<file path="src/rtl/ram_initiator_pkg.sv">
// Shared op-codes and FSM state type for the ram_initiator command front end.
package ram_initiator_pkg;

  localparam logic [1:0] OP_READ  = 2'b00;
  localparam logic [1:0] OP_WRITE = 2'b01;
  localparam logic [1:0] OP_FILL  = 2'b10;
  localparam logic [1:0] OP_RSVD  = 2'b11;

  typedef enum logic [2:0] {
    IDLE,
    WR,
    RD,
    RD_WAIT,
    FILL,
    RESP
  } state_t;

endpackage

</file>
<file path="src/rtl/ram_initiator.sv">
// Command-driven initiator for the single-port ram: read, write and fill
// commands in, one response per command out, RAM strobes with RAM timing.
module ram_initiator
  import ram_initiator_pkg::*;
#(
  parameter int ADDRESS_MAX  = 16,
  parameter int ADDRESS_BITS = 4,
  parameter int DATA_WIDTH   = 16
) (
  input  logic                    clk,
  input  logic                    rst_n,
  input  logic                    cmd_valid,
  output logic                    cmd_ready,
  input  logic [1:0]              cmd_op,
  input  logic [ADDRESS_BITS-1:0] cmd_address,
  input  logic [DATA_WIDTH-1:0]   cmd_data,
  output logic                    rsp_valid,
  input  logic                    rsp_ready,
  output logic [DATA_WIDTH-1:0]   rsp_data,
  output logic                    rsp_error,
  output logic                    read_memory,
  output logic                    write_memory,
  output logic [ADDRESS_BITS-1:0] address,
  output logic [DATA_WIDTH-1:0]   write_memory_data,
  input  logic [DATA_WIDTH-1:0]   read_memory_data
);

  localparam logic [ADDRESS_BITS-1:0] LAST_ADDR = ADDRESS_BITS'(ADDRESS_MAX - 1);

  state_t state, state_next;
  logic   cmd_error;

  // Fill ignores cmd_address, so only read/write are range-checked.
  assign cmd_error = (cmd_op == OP_RSVD) ||
                     ((cmd_op != OP_FILL) && (32'(cmd_address) >= ADDRESS_MAX));

  always_ff @(posedge clk) begin
    if (!rst_n) state <= IDLE;
    else        state <= state_next;
  end

  always_comb begin
    state_next   = state;
    cmd_ready    = 1'b0;
    rsp_valid    = 1'b0;
    read_memory  = 1'b0;
    write_memory = 1'b0;
    case (state)
      IDLE: begin
        cmd_ready = 1'b1;
        if (cmd_valid) begin
          if (cmd_error) state_next = RESP;
          else begin
            case (cmd_op)
              OP_READ:  state_next = RD;
              OP_WRITE: state_next = WR;
              OP_FILL:  state_next = FILL;
              default:  state_next = RESP;
            endcase
          end
        end
      end
      WR: begin
        write_memory = 1'b1;
        state_next   = RESP;
      end
      RD: begin
        read_memory = 1'b1;
        state_next  = RD_WAIT;
      end
      RD_WAIT: state_next = RESP;
      FILL: begin
        write_memory = 1'b1;
        if (address == LAST_ADDR) state_next = RESP;
      end
      RESP: begin
        rsp_valid = 1'b1;
        if (rsp_ready) state_next = IDLE;
      end
      default: state_next = IDLE;
    endcase
  end

  always_ff @(posedge clk) begin
    if (!rst_n) begin
      address           <= '0;
      write_memory_data <= '0;
      rsp_data          <= '0;
      rsp_error         <= 1'b0;
    end else begin
      case (state)
        IDLE: begin
          if (cmd_valid) begin
            rsp_data  <= '0;
            rsp_error <= cmd_error;
            if (!cmd_error) begin
              address <= (cmd_op == OP_FILL) ? '0 : cmd_address;
              if (cmd_op != OP_READ) write_memory_data <= cmd_data;
            end
          end
        end
        RD_WAIT: rsp_data <= read_memory_data;
        // Saturate at the last word so a short RAM never sees a wrapped address.
        FILL: if (address != LAST_ADDR) address <= address + ADDRESS_BITS'(1);
        default: ;
      endcase
    end
  end

endmodule

</file>
<file path="config.mk">
export PLATFORM = sky130hd
export DESIGN_NAME = ram_initiator
export DESIGN_NICKNAME = d
export VERILOG_FILES = /design/src/rtl/ram_initiator_pkg.sv /design/src/rtl/ram_initiator.sv
export SDC_FILE = /design/constraint.sdc
export NUM_CORES = 1
export LEC_CHECK = 0
export ABC_AREA = 1
export BUFFER_PORTS_ARGS = -buffer_cell sky130_fd_sc_hd__buf_2
export CELL_PAD_IN_SITES_DETAIL_PLACEMENT = 0
export CELL_PAD_IN_SITES_GLOBAL_PLACEMENT = 2
export CORE_ASPECT_RATIO = 0.9
export CORE_MARGIN = 5
export CORE_UTILIZATION = 25
export DETAILED_ROUTE_END_ITERATION = 6
export PLACE_DENSITY_LB_ADDON = 0.1
export SLEW_MARGIN = 20
export SYNTH_ARGS = -nofsm -noshare
export SYNTH_HDL_FRONTEND = slang
export SYNTH_SLANG_ARGS = --single-unit
</file>
<file path="constraint.sdc">
create_clock -name clk -period 3.7 [get_ports clk]
set_input_delay 0.185 -clock clk [delete_from_list [all_inputs] [get_ports clk]]
set_output_delay 0.185 -clock clk [all_outputs]
set_load 0.005 [all_outputs]
</file>
==> impl_metrics.tcl <==
set metrics [dict create \
    dpl_cell_area_um2 2190 \
    via_count_of_the_first_global_routing_pass 1674 \
    tritoncts.num_buffers 5 \
    nNetsFinal 356 \
    hold_buffers 0 \
    timing.fmax_mhz 634 \
    fin_util_pct 34.3 \
    synth_net_count 277 \
    design.die.area_um2 8730 \
    finish.instance_area_um2 2290 \
    power_per_cell_area_nw_per_um2 639 \
    worstMarginPinSlew_ns 0.569 \
    synth_area_leader_cell "dfxtp_1" \
    nature_of_the_critical_path_startpoint "register" \
    route.detailed.drc 0 \
    num_vias 1741 \
    setup-violations-final 0 \
    timing.final.crit_share_pct 42.6 \
    internal_power_mw 0.916 \
    most_frequent_cell_after_synthesis "nor2_1" \
    floorplan.rows 28 \
    min-delay-path-class "in -> reg" \
    gp_congestion 0.694 \
    rrSetupSlack_ns 2.12 \
    worst_clock_skew_ns 0.00935 \
    most_common_library_cells_after_synthesis "nor2_1, nand2_1, dfxtp_1" \
    cts_sinks 40 \
    p_sw_mw 0.549 \
    global_route_wire_length_before_repair_um 8190 \
    power.share.switching_pct 37.5 \
    port-buffer-count 82 \
    timing_max_transition_violations_final 0 \
    routed_wirelength_um 5100 \
    synthesis.yosys.warnings 0 \
    worst_slew_margin_rel_pct 61.9 \
    clkSlewWorstSetupHoldPaths_ns 0.07 \
    yosysTopAreaCellShare_pct 46.0 \
    drt-wirelength-per-cell_um 12.6 \
    initial_utilization_pct 26.0 \
    antenna_found_initial 0 \
    ant_nets 0 \
    final.setup.tns_ns 0 \
    post_synth_main_area_contributors "dfxtp_1, nor2_1, nand2_1" \
    top_level_ports 83 \
    floorplan.die.height_um 89.2 \
    cts_tree "built" \
    leakagePower_nw 1.11 \
    timing.critical_path.arrival_ns 1.78 \
    synthDistinctLibCells 27 \
    synthArstFlopShare_pct 0 \
    synthCells 234 \
    number_of_max_cap_violations 0 \
    worst_r2r_startpoint "state[0]" \
    whs_ns 0.136 \
    post_drt_via_cell_ratio 4.31 \
    postSynthAreaPerCell_um2 7.44 \
    part_of_the_total_power_dissipated_in_the_clock_network_pct 23.7 \
    cts_setup_buffers 0 \
    reg2regPathDepth 4 \
    synth-seq-area-share_pct 46.0 \
    die_w_um 98.0 \
    seq_power_share_pct 40.4 \
    hpwl_um 3720 \
    post_synth_instance_area_um2 1740 \
    timing.critical_path.fanout_max 17 \
    worstSetupStartpoint "state[0]" \
    syn2layout_area_growth_pct 31.8 \
    cts.htree.levels 2 \
    ys.flop_type "dfxtp_1" \
    peakVddDrop_uv 194 \
    finalHoldViolCount 0 \
    worstSetupPathType "reg -> reg" \
    rsz0062_at_grt "false" \
    cts.repair.resized 0 \
    num_antenna_cells 0 \
    detail_route.iter0.violations 49 \
    combPwrFrac_pct 35.9 \
    synth.ff_latch_count 40 \
    fillerInstances 765 \
    result_of_the_run "finished, final reports clean" \
    cp-end-kind "register" \
    drt_first_pass_iters 4 \
    grt_use_total_pct 11.7 \
    layout-drive-gt1-share_pct 31.5 \
    clk_path_buf_depth 2 \
    cp.required_ns 3.90 \
    core_region_area_um2 6690 \
    edff_count_synth 0 \
    worst_setup_path_endpoint "rsp_data[13]" \
    r2r-end "rsp_data[13]" \
    overflow 0 \
    clock_latency_ns 0.29 \
    grt_start_max_net_pins 24 \
    layout_min_cycle_time_ns 1.58 \
    ctsRootBufferMaster "clkbuf_8" \
]
[critical path: stages, from the launching register on]
cell and delay [ns]:
dfxtp_1 0.49, nand3_2 0.37, inv_2 0.38, nand2_1 0.11
a21oi_1 0.14
[cells by family after synthesis]
kind of cell             after synthesis  share of synthesized area, %
buffers and inverters                 26                          8.34
AND/OR/NAND/NOR                      127                          32.8
AO/OA/AOI/OAI                         39                          11.6
XOR/XNOR                               1                         0.503
adder cells (fa/ha/maj)                1                         0.719
flip-flops                            40                          46.0
[per-stage QoR]
stage          total power [mW]  std cells  setup WS, ns
6_report                   1.46        404          2.12
5_1_grt                    1.59        404          1.92
4_1_cts                    1.50        404          2.11
3_5_place_dp               1.14        396          2.09
3_3_place_gp               1.15        396          2.13
2_1_floorplan             0.974        234          2.47
[power by group through the flow]
stage	clock (mW)	combinational [mW]	sequential, mW
2_1_floorplan	0	0.398	0.576
3_3_place_gp	0	0.543	0.603
3_5_place_dp	0	0.536	0.604
4_1_cts	0.365	0.537	0.594
5_1_grt	0.379	0.609	0.604
6_report	0.347	0.525	0.592
[cell type report]
class | count | area (um2) | area share [%]
Timing Repair Buffer | 82 | 410 | 17.9
Clock buffer | 6 | 72.6 | 3.16
Sequential cell | 40 | 801 | 34.9
Inverter | 16 | 67.6 | 2.95
Multi-Input combinational cell | 168 | 795 | 34.6
Tap cell | 90 | 113 | 4.91
Clock inverter | 2 | 35.0 | 1.53
[flip-flops by register name, indices dropped and copies added, names as in the netlist]
register	flops
rsp_error	1
state	3
address	4
rsp_data	16
write_memory_data	16
[how the worst min path moves through the flow]
stage / from / endpoint / slack (ns) / depth (start not counted)
finish: cmd_data[14] / write_memory_data[14] / 0.14 / 3
global route: cmd_data[13] / write_memory_data[13] / 0.13 / 3
CTS: cmd_data[14] / write_memory_data[14] / 0.12 / 3
detailed placement: cmd_data[14] / write_memory_data[14] / 0.43 / 3
global placement: cmd_data[14] / write_memory_data[14] / 0.43 / 3
floorplan: rst_n / state[2] / 0.31 / 2
[cells in the final DEF, fill, tap and decap left out]
master,instances
o21ai_1,3
nor2_1,45
clkinv_2,1
nor2_4,2
inv_2,1
a211oi_2,1
ha_1,1
nand2_2,1
inv_4,1
a21oi_1,18
nand4_1,3
xnor2_1,1
nand3_2,1
bufinv_16,1
inv_1,12
clkbuf_1,1
clkinv_1,1
buf_2,82
dfxtp_1,40
o21ai_0,17
nand2_1,41
inv_6,1
nand2_4,2
clkbuf_8,5
nor3_1,3
nand3b_1,3
nand3_1,26
[layer usage]
| layer | vias to the layer above | track usage [%] | part of all wire [%] | wire length [um] |
|---|---|---|---|---|
| met2 | 48 | 18.2 | 46 | 2330 |
| met1 | 776 | 15.1 | 47 | 2410 |
| met3 | 2 | 4.21 | 6.5 | 330 |
| met4 | 0 | 3.77 | 0.57 | 29 |
| li1 | 915 | - | - | - |
| met5 | - | 0 | 0 | 0 |
(Power assumes the default switching activity.)
